<file path="src/rtl/mfp_ahb_master.sv">
// -----------------------------------------------------------------------------
// mfp_ahb_master
//   AHB-lite initiator for the MFP SoC. Hardware engines hand it word
//   commands (single beat or INCR burst of up to MAX_BEATS beats). It streams
//   write beats in over wr_*, streams read beats out over rd_*, and pulses
//   done (with err) once the command has finished on the bus. Address and
//   data phases are pipelined. The block honours HREADY wait states and the
//   two-cycle HRESP ERROR response.
//
// Ports
//   HCLK, HRESET                      clock; synchronous active-high reset
//   cmd_valid/cmd_ready               command handshake
//   cmd_addr, cmd_write, cmd_len      start address (word aligned), direction,
//                                     beats-1
//   wr_data/wr_valid/wr_ready         write beat stream
//   rd_data/rd_valid                  read beat stream (no backpressure)
//   done/err                          end-of-command pulse and abort flag
//   HADDR..HWDATA, HRDATA/HREADY/HRESP  AHB-lite master interface
// -----------------------------------------------------------------------------
module mfp_ahb_master #(
  parameter int         MAX_BEATS = 16,
  parameter logic [3:0] HPROT_VAL = 4'b0011,
  localparam int        LEN_W     = $clog2(MAX_BEATS)
) (
  input  logic             HCLK,
  input  logic             HRESET,
  input  logic             cmd_valid,
  output logic             cmd_ready,
  input  logic [31:0]      cmd_addr,
  input  logic             cmd_write,
  input  logic [LEN_W-1:0] cmd_len,
  input  logic [31:0]      wr_data,
  input  logic             wr_valid,
  output logic             wr_ready,
  output logic [31:0]      rd_data,
  output logic             rd_valid,
  output logic             done,
  output logic             err,
  output logic [31:0]      HADDR,
  output logic [1:0]       HTRANS,
  output logic             HWRITE,
  output logic [2:0]       HSIZE,
  output logic [2:0]       HBURST,
  output logic [3:0]       HPROT,
  output logic             HMASTLOCK,
  output logic [31:0]      HWDATA,
  input  logic [31:0]      HRDATA,
  input  logic             HREADY,
  input  logic             HRESP
);

  localparam logic [1:0] TR_IDLE   = 2'b00;
  localparam logic [1:0] TR_BUSY   = 2'b01;
  localparam logic [1:0] TR_NONSEQ = 2'b10;
  localparam logic [1:0] TR_SEQ    = 2'b11;

  localparam logic [2:0] BURST_SINGLE = 3'b000;
  localparam logic [2:0] BURST_INCR   = 3'b001;

  typedef enum logic [1:0] {
    S_IDLE,
    S_ADDR,
    S_DATA_LAST,
    S_ERR1
  } state_t;

  state_t           state;
  logic [LEN_W-1:0] beats_left;     // address phases still to issue, minus one
  logic             first_beat;
  logic             dphase_vld_p1;  // a data phase of ours is on the bus
  logic             dphase_wr_p1;   // direction of that data phase

  logic beat_active;
  logic cancel;
  logic addr_accept;
  logic dphase_done;
  logic dphase_err;
  logic addr_lsb_unused;

  // The address is always word aligned; the low bits are simply dropped.
  assign addr_lsb_unused = ^cmd_addr[1:0];

  assign HSIZE     = 3'b010;
  assign HPROT     = HPROT_VAL;
  assign HMASTLOCK = 1'b0;

  assign cmd_ready = (state == S_IDLE);

  // A write beat can only go on the bus once its data is available.
  assign beat_active = (state == S_ADDR) && (!HWRITE || wr_valid);

  // First cycle of an ERROR response: the address phase presented alongside
  // it must be withdrawn immediately, so this path is combinational.
  assign cancel      = dphase_vld_p1 && HRESP && !HREADY;
  assign addr_accept = beat_active && HREADY && !cancel;
  assign dphase_done = dphase_vld_p1 && HREADY && !HRESP;
  assign dphase_err  = dphase_vld_p1 && HREADY && HRESP;

  assign wr_ready = addr_accept && HWRITE;

  // Transfer type. A later beat landing on a 1KB boundary restarts as
  // NONSEQ because INCR bursts may not cross that boundary on AHB.
  always_comb begin
    HTRANS = TR_IDLE;
    if ((state == S_ADDR) && !cancel) begin
      if (beat_active) begin
        HTRANS = (first_beat || (HADDR[9:0] == 10'd0)) ? TR_NONSEQ : TR_SEQ;
      end else begin
        HTRANS = first_beat ? TR_IDLE : TR_BUSY;
      end
    end
  end

  always_ff @(posedge HCLK) begin
    if (HRESET) begin
      state         <= S_IDLE;
      beats_left    <= '0;
      first_beat    <= 1'b0;
      dphase_vld_p1 <= 1'b0;
      dphase_wr_p1  <= 1'b0;
      HADDR         <= '0;
      HWRITE        <= 1'b0;
      HBURST        <= BURST_SINGLE;
      HWDATA        <= '0;
      rd_data       <= '0;
      rd_valid      <= 1'b0;
      done          <= 1'b0;
      err           <= 1'b0;
    end else begin
      done     <= 1'b0;
      err      <= 1'b0;
      rd_valid <= 1'b0;

      // ---- data phase boundary: capture read beat / load write beat ----
      if (dphase_done && !dphase_wr_p1) begin
        rd_data  <= HRDATA;
        rd_valid <= 1'b1;
      end
      if (wr_ready) begin
        HWDATA <= wr_data;
      end

      // An accepted address phase becomes the pending data phase; otherwise
      // the pending one retires on completion or at the end of an error.
      if (addr_accept) begin
        dphase_vld_p1 <= 1'b1;
        dphase_wr_p1  <= HWRITE;
      end else if (dphase_done || dphase_err) begin
        dphase_vld_p1 <= 1'b0;
      end

      case (state)
        S_IDLE: begin
          if (cmd_valid) begin
            HADDR      <= {cmd_addr[31:2], 2'b00};
            HWRITE     <= cmd_write;
            HBURST     <= (cmd_len == '0) ? BURST_SINGLE : BURST_INCR;
            beats_left <= cmd_len;
            first_beat <= 1'b1;
            state      <= S_ADDR;
          end
        end
        S_ADDR: begin
          if (cancel) begin
            state <= S_ERR1;
          end else if (addr_accept) begin
            if (beats_left == '0) begin
              state <= S_DATA_LAST;
            end else begin
              HADDR      <= HADDR + 32'd4;
              beats_left <= beats_left - 1'b1;
              first_beat <= 1'b0;
            end
          end
        end
        S_DATA_LAST: begin
          if (cancel) begin
            state <= S_ERR1;
          end else if (dphase_done) begin
            done  <= 1'b1;
            state <= S_IDLE;
          end
        end
        S_ERR1: begin
          if (dphase_err) begin
            done  <= 1'b1;
            err   <= 1'b1;
            state <= S_IDLE;
          end
        end
        default: state <= S_IDLE;
      endcase
    end
  end

endmodule
</file>
<file path="config.mk">
export PLATFORM = sky130hd
export DESIGN_NAME = mfp_ahb_master
export DESIGN_NICKNAME = d
export VERILOG_FILES = /design/src/rtl/mfp_ahb_master.sv
export SDC_FILE = /design/constraint.sdc
export NUM_CORES = 1
export LEC_CHECK = 0
export ABC_AREA = 0
export CORE_ASPECT_RATIO = 0.7
export CORE_MARGIN = 2
export CORE_UTILIZATION = 34
export DETAILED_ROUTE_END_ITERATION = 10
export PLACE_DENSITY = 0.72
export RECOVER_POWER = 25
export SYNTH_ARGS = -nofsm -noshare
export SYNTH_HDL_FRONTEND = slang
export SYNTH_SLANG_ARGS = --single-unit
</file>
<file path="constraint.sdc">
create_clock -name HCLK -period 2.26 [get_ports HCLK]
set_input_delay 0.226 -clock HCLK [delete_from_list [all_inputs] [get_ports HCLK]]
set_output_delay 0.226 -clock HCLK [all_outputs]
set_load 0.03 [all_outputs]
</file>
==> impl_metrics.toml, run 1 <==
[outcome]
status = "completed"

[worst_setup_path]
crit_type = "reg2reg"
crit_required_ps = 2490
worstPathMaxFanout = 4
r2r_slack_ps = 50
worst_setup_path_end_kind = "register"
ff2ff_path_depth = 7
critPathArrivalTime_ps = 2440
start_kind = "register"
r2r_start = "beats_left[0]$_SDFFE_PP0P_"
rr_endpoint = "state[1]$_SDFFE_PP0P_"

[placement]
dp.cells = 1036
gp_congestion = 0.863
io_buffers = 207
place_area_um2 = 7370
dp_hpwl_um = 11800

[drt]
via_per_inst = 5.14
routed_wl_um = 16000
vias = 5413
drc = 0
drt-initial-drc-count = 347
antenna_left = 0
wl_per_cell_um = 15.2
firstDrtPassIters = 5

[logic_synthesis]
synth_area_per_cell_um2 = 7.60
synth-edff-count = 0
synth.most_common_cell = "nand2_1"
ys_ff_latch = 108
synth_cells = 655
synth_area_leaders = "dfxtp_1 (43%), nand2_1 (13%), a21oi_1 (9.2%)"
synth_common_cells = "nand2_1 (176), dfxtp_1 (108), a21oi_1 (92)"
synth_top_area_frac = 0.434
ys_seq_area_frac = 0.434
synth_area_leader_cell = "dfxtp_1"
synth_cell_type_count = 57
yosys_most_used_dff = "dfxtp_1"
syn_area_um2 = 4980
synth-warning-count = 0
async_reset_ff_frac = 0

[power_and_ir_drop]
leakagePower_nw = 2.76
p_seq_frac = 0.330
power_switching_w = 0.00297
p_int_w = 0.00454
total_power_w = 0.00750
combPwrFrac = 0.452
swShare = 0.395
power.density_nw_per_um2 = 972
peakVddDrop_uv = 491
power_frac_clock = 0.218

[global_route]
grtUsageMet1 = 0.295
globalRouteTotalUtil = 0.199
grt_max_degree = 71
grt_pass1_vias = 4789
antenna_found_initial = 0
grt-ovfl-total = 0
grt_pass1_wl_um = 25200
use_met2 = 0.290
met3_usage = 0.0593
top_usage_layer = "met1"

[die]
start_util = 0.353
io_pins = 222
fp.dieH_um = 105
die_x_um = 149
dieArea_um2 = 15600
core_region_area_um2 = 14100
rows = 36

[cells_and_area]
syn_to_final_growth_pct = 55.0
stdcell_count = 1054
num-fill-cells = 1376
fin_area_um2 = 7720
insertedDiodeCount = 0
drive_gt1_frac = 0.0833
multi_input_comb_area_um2 = 2570
regArea_um2 = 2160
final_nets = 969

[sta]
layout_min_cycle_time_ps = 2210
finalHoldViolCount = 0
tightestPinTransition_ps = 691
fin_skew_ps = 5.81
fin_crit_sh = 0.977
fmax_mhz = 453
drv_slew = 0
setup_viol = 0
grt_setup_unrepaired = "yes"
relSlewSlack = 0.539

[worst_hold_path]
whs_endpoint = "HADDR[20]$_SDFFE_PP0P_"
min_from = "HRESET"
min_path_cells = 2
hp-class = "in2reg"

[clocking]
numCtsBuffers = 9
path_clk_slew_ps = 80
clkSinkCount = 108
cts_tree = "built"
hold_buffers = 0
cts_root_buffer = "clkbuf_16"
clockBufferDepth = 2
h-tree-depth = 3
clk_latency_ps = 340

[flow_run]
maxCapViolCount = 0
power groups by stage:
stage                     Clock [W]  Combinational, W  Sequential, W
after floorplan                   0           0.00159        0.00288
after global placement            0           0.00323        0.00250
after detailed placement          0           0.00327        0.00251
after CTS                   0.00169           0.00328        0.00247
after global routing        0.00176           0.00367        0.00253
final                       0.00163           0.00339        0.00248
layout make-up:
class / count / area share
clock buffer: 9 / 0.0292
clock inverter: 7 / 0.0109
inverter: 9 / 0.00438
multi-input combinational: 487 / 0.332
sequential: 108 / 0.280
tap: 190 / 0.0308
timing repair buffer: 244 / 0.312
logic make-up (layout without fill, tap and decap cells):
logic type,count (synthesis),in the layout,share of synthesized area
other,2,12,0.00151
XOR/XNOR,1,1,0.00176
adder cells (fa/ha/maj),3,3,0.00754
flip-flops,108,108,0.434
multiplexers,3,3,0.00628
buffers and inverters,70,269,0.0646
AND/OR/NAND/NOR,288,288,0.257
AO/OA/AOI/OAI,180,180,0.227
how the worst max path moves through the flow:
stage / startpoint / to / slack [ps] / depth (start not counted)
2_1_floorplan: state[0]$_SDFFE_PP0P_ / HTRANS[0] / 20 / 6
3_3_place_gp: beats_left[0]$_SDFFE_PP0P_ / state[1]$_SDFFE_PP0P_ / 80 / 7
3_5_place_dp: beats_left[0]$_SDFFE_PP0P_ / state[1]$_SDFFE_PP0P_ / 60 / 7
4_1_cts: beats_left[0]$_SDFFE_PP0P_ / state[1]$_SDFFE_PP0P_ / 30 / 7
5_1_grt: beats_left[0]$_SDFFE_PP0P_ / state[1]$_SDFFE_PP0P_ / -40 / 7
6_report: beats_left[0]$_SDFFE_PP0P_ / state[1]$_SDFFE_PP0P_ / 50 / 7
stage by stage:
stage / util / setup slack, ps / hold WS [ps] / setup TNS, ps
floorplan: - / 22.6 / 362 / 0
global placement: 0.523 / 79.2 / 442 / 0
detailed placement: 0.523 / 58.2 / 446 / 0
CTS: 0.545 / 32.6 / 207 / 0
global route: 0.547 / -38.3 / 232 / -38.3
finish: 0.547 / 52.4 / 226 / 0
sequential cells by signal (all words and copies together) (netlist names):
| name | cells |
|---|---|
| HWDATA | 32 |
| rd_data | 32 |
| HADDR | 30 |
| beats_left | 4 |
| state | 2 |
| HBURST | 1 |
| HWRITE | 1 |
| done | 1 |
| dphase_vld_p1 | 1 |
| dphase_wr_p1 | 1 |
| err | 1 |
| first_beat | 1 |
| rd_valid | 1 |
cells in the final DEF (no fill, tap or decap), drive strengths merged, types with 13 or more instances in the layout:
master,n
dlygate4sd3,16
nor2,29
nand2,176
o21ai,23
nor3,13
clkdlybuf4s50,187
a21oi,92
nand3,18
dfxtp,108
buf,38
per-layer routing:
layer / part of all wire / vias up
met3: 0.10 / 2
met1: 0.47 / 2518
met4: 0.0024 / 0
li1: - / 2684
met5: 0 / -
met2: 0.43 / 209
critical path: stages (launching register included):
cell	delay (ps)
dfxtp_2	330
inv_1	70
ha_2	180
or3b_4	390
or4b_4	500
a32oi_4	270
o21ai_1	100
a32o_1	260
repair_timing:
action | 4_1_cts | 5_1_grt
buffers inserted | 0 | 2
resized for setup | 0 | 7
setup endpoints to repair | 0 | 4
No activity file was read; power rests on OpenSTA's default activity.
==> run 2: changes to the inputs <==
CAP_MARGIN = 30   (was unset)
==> results of run 2 <==
Same layout as run 1: the final DEF is identical, and so are final timing and power.
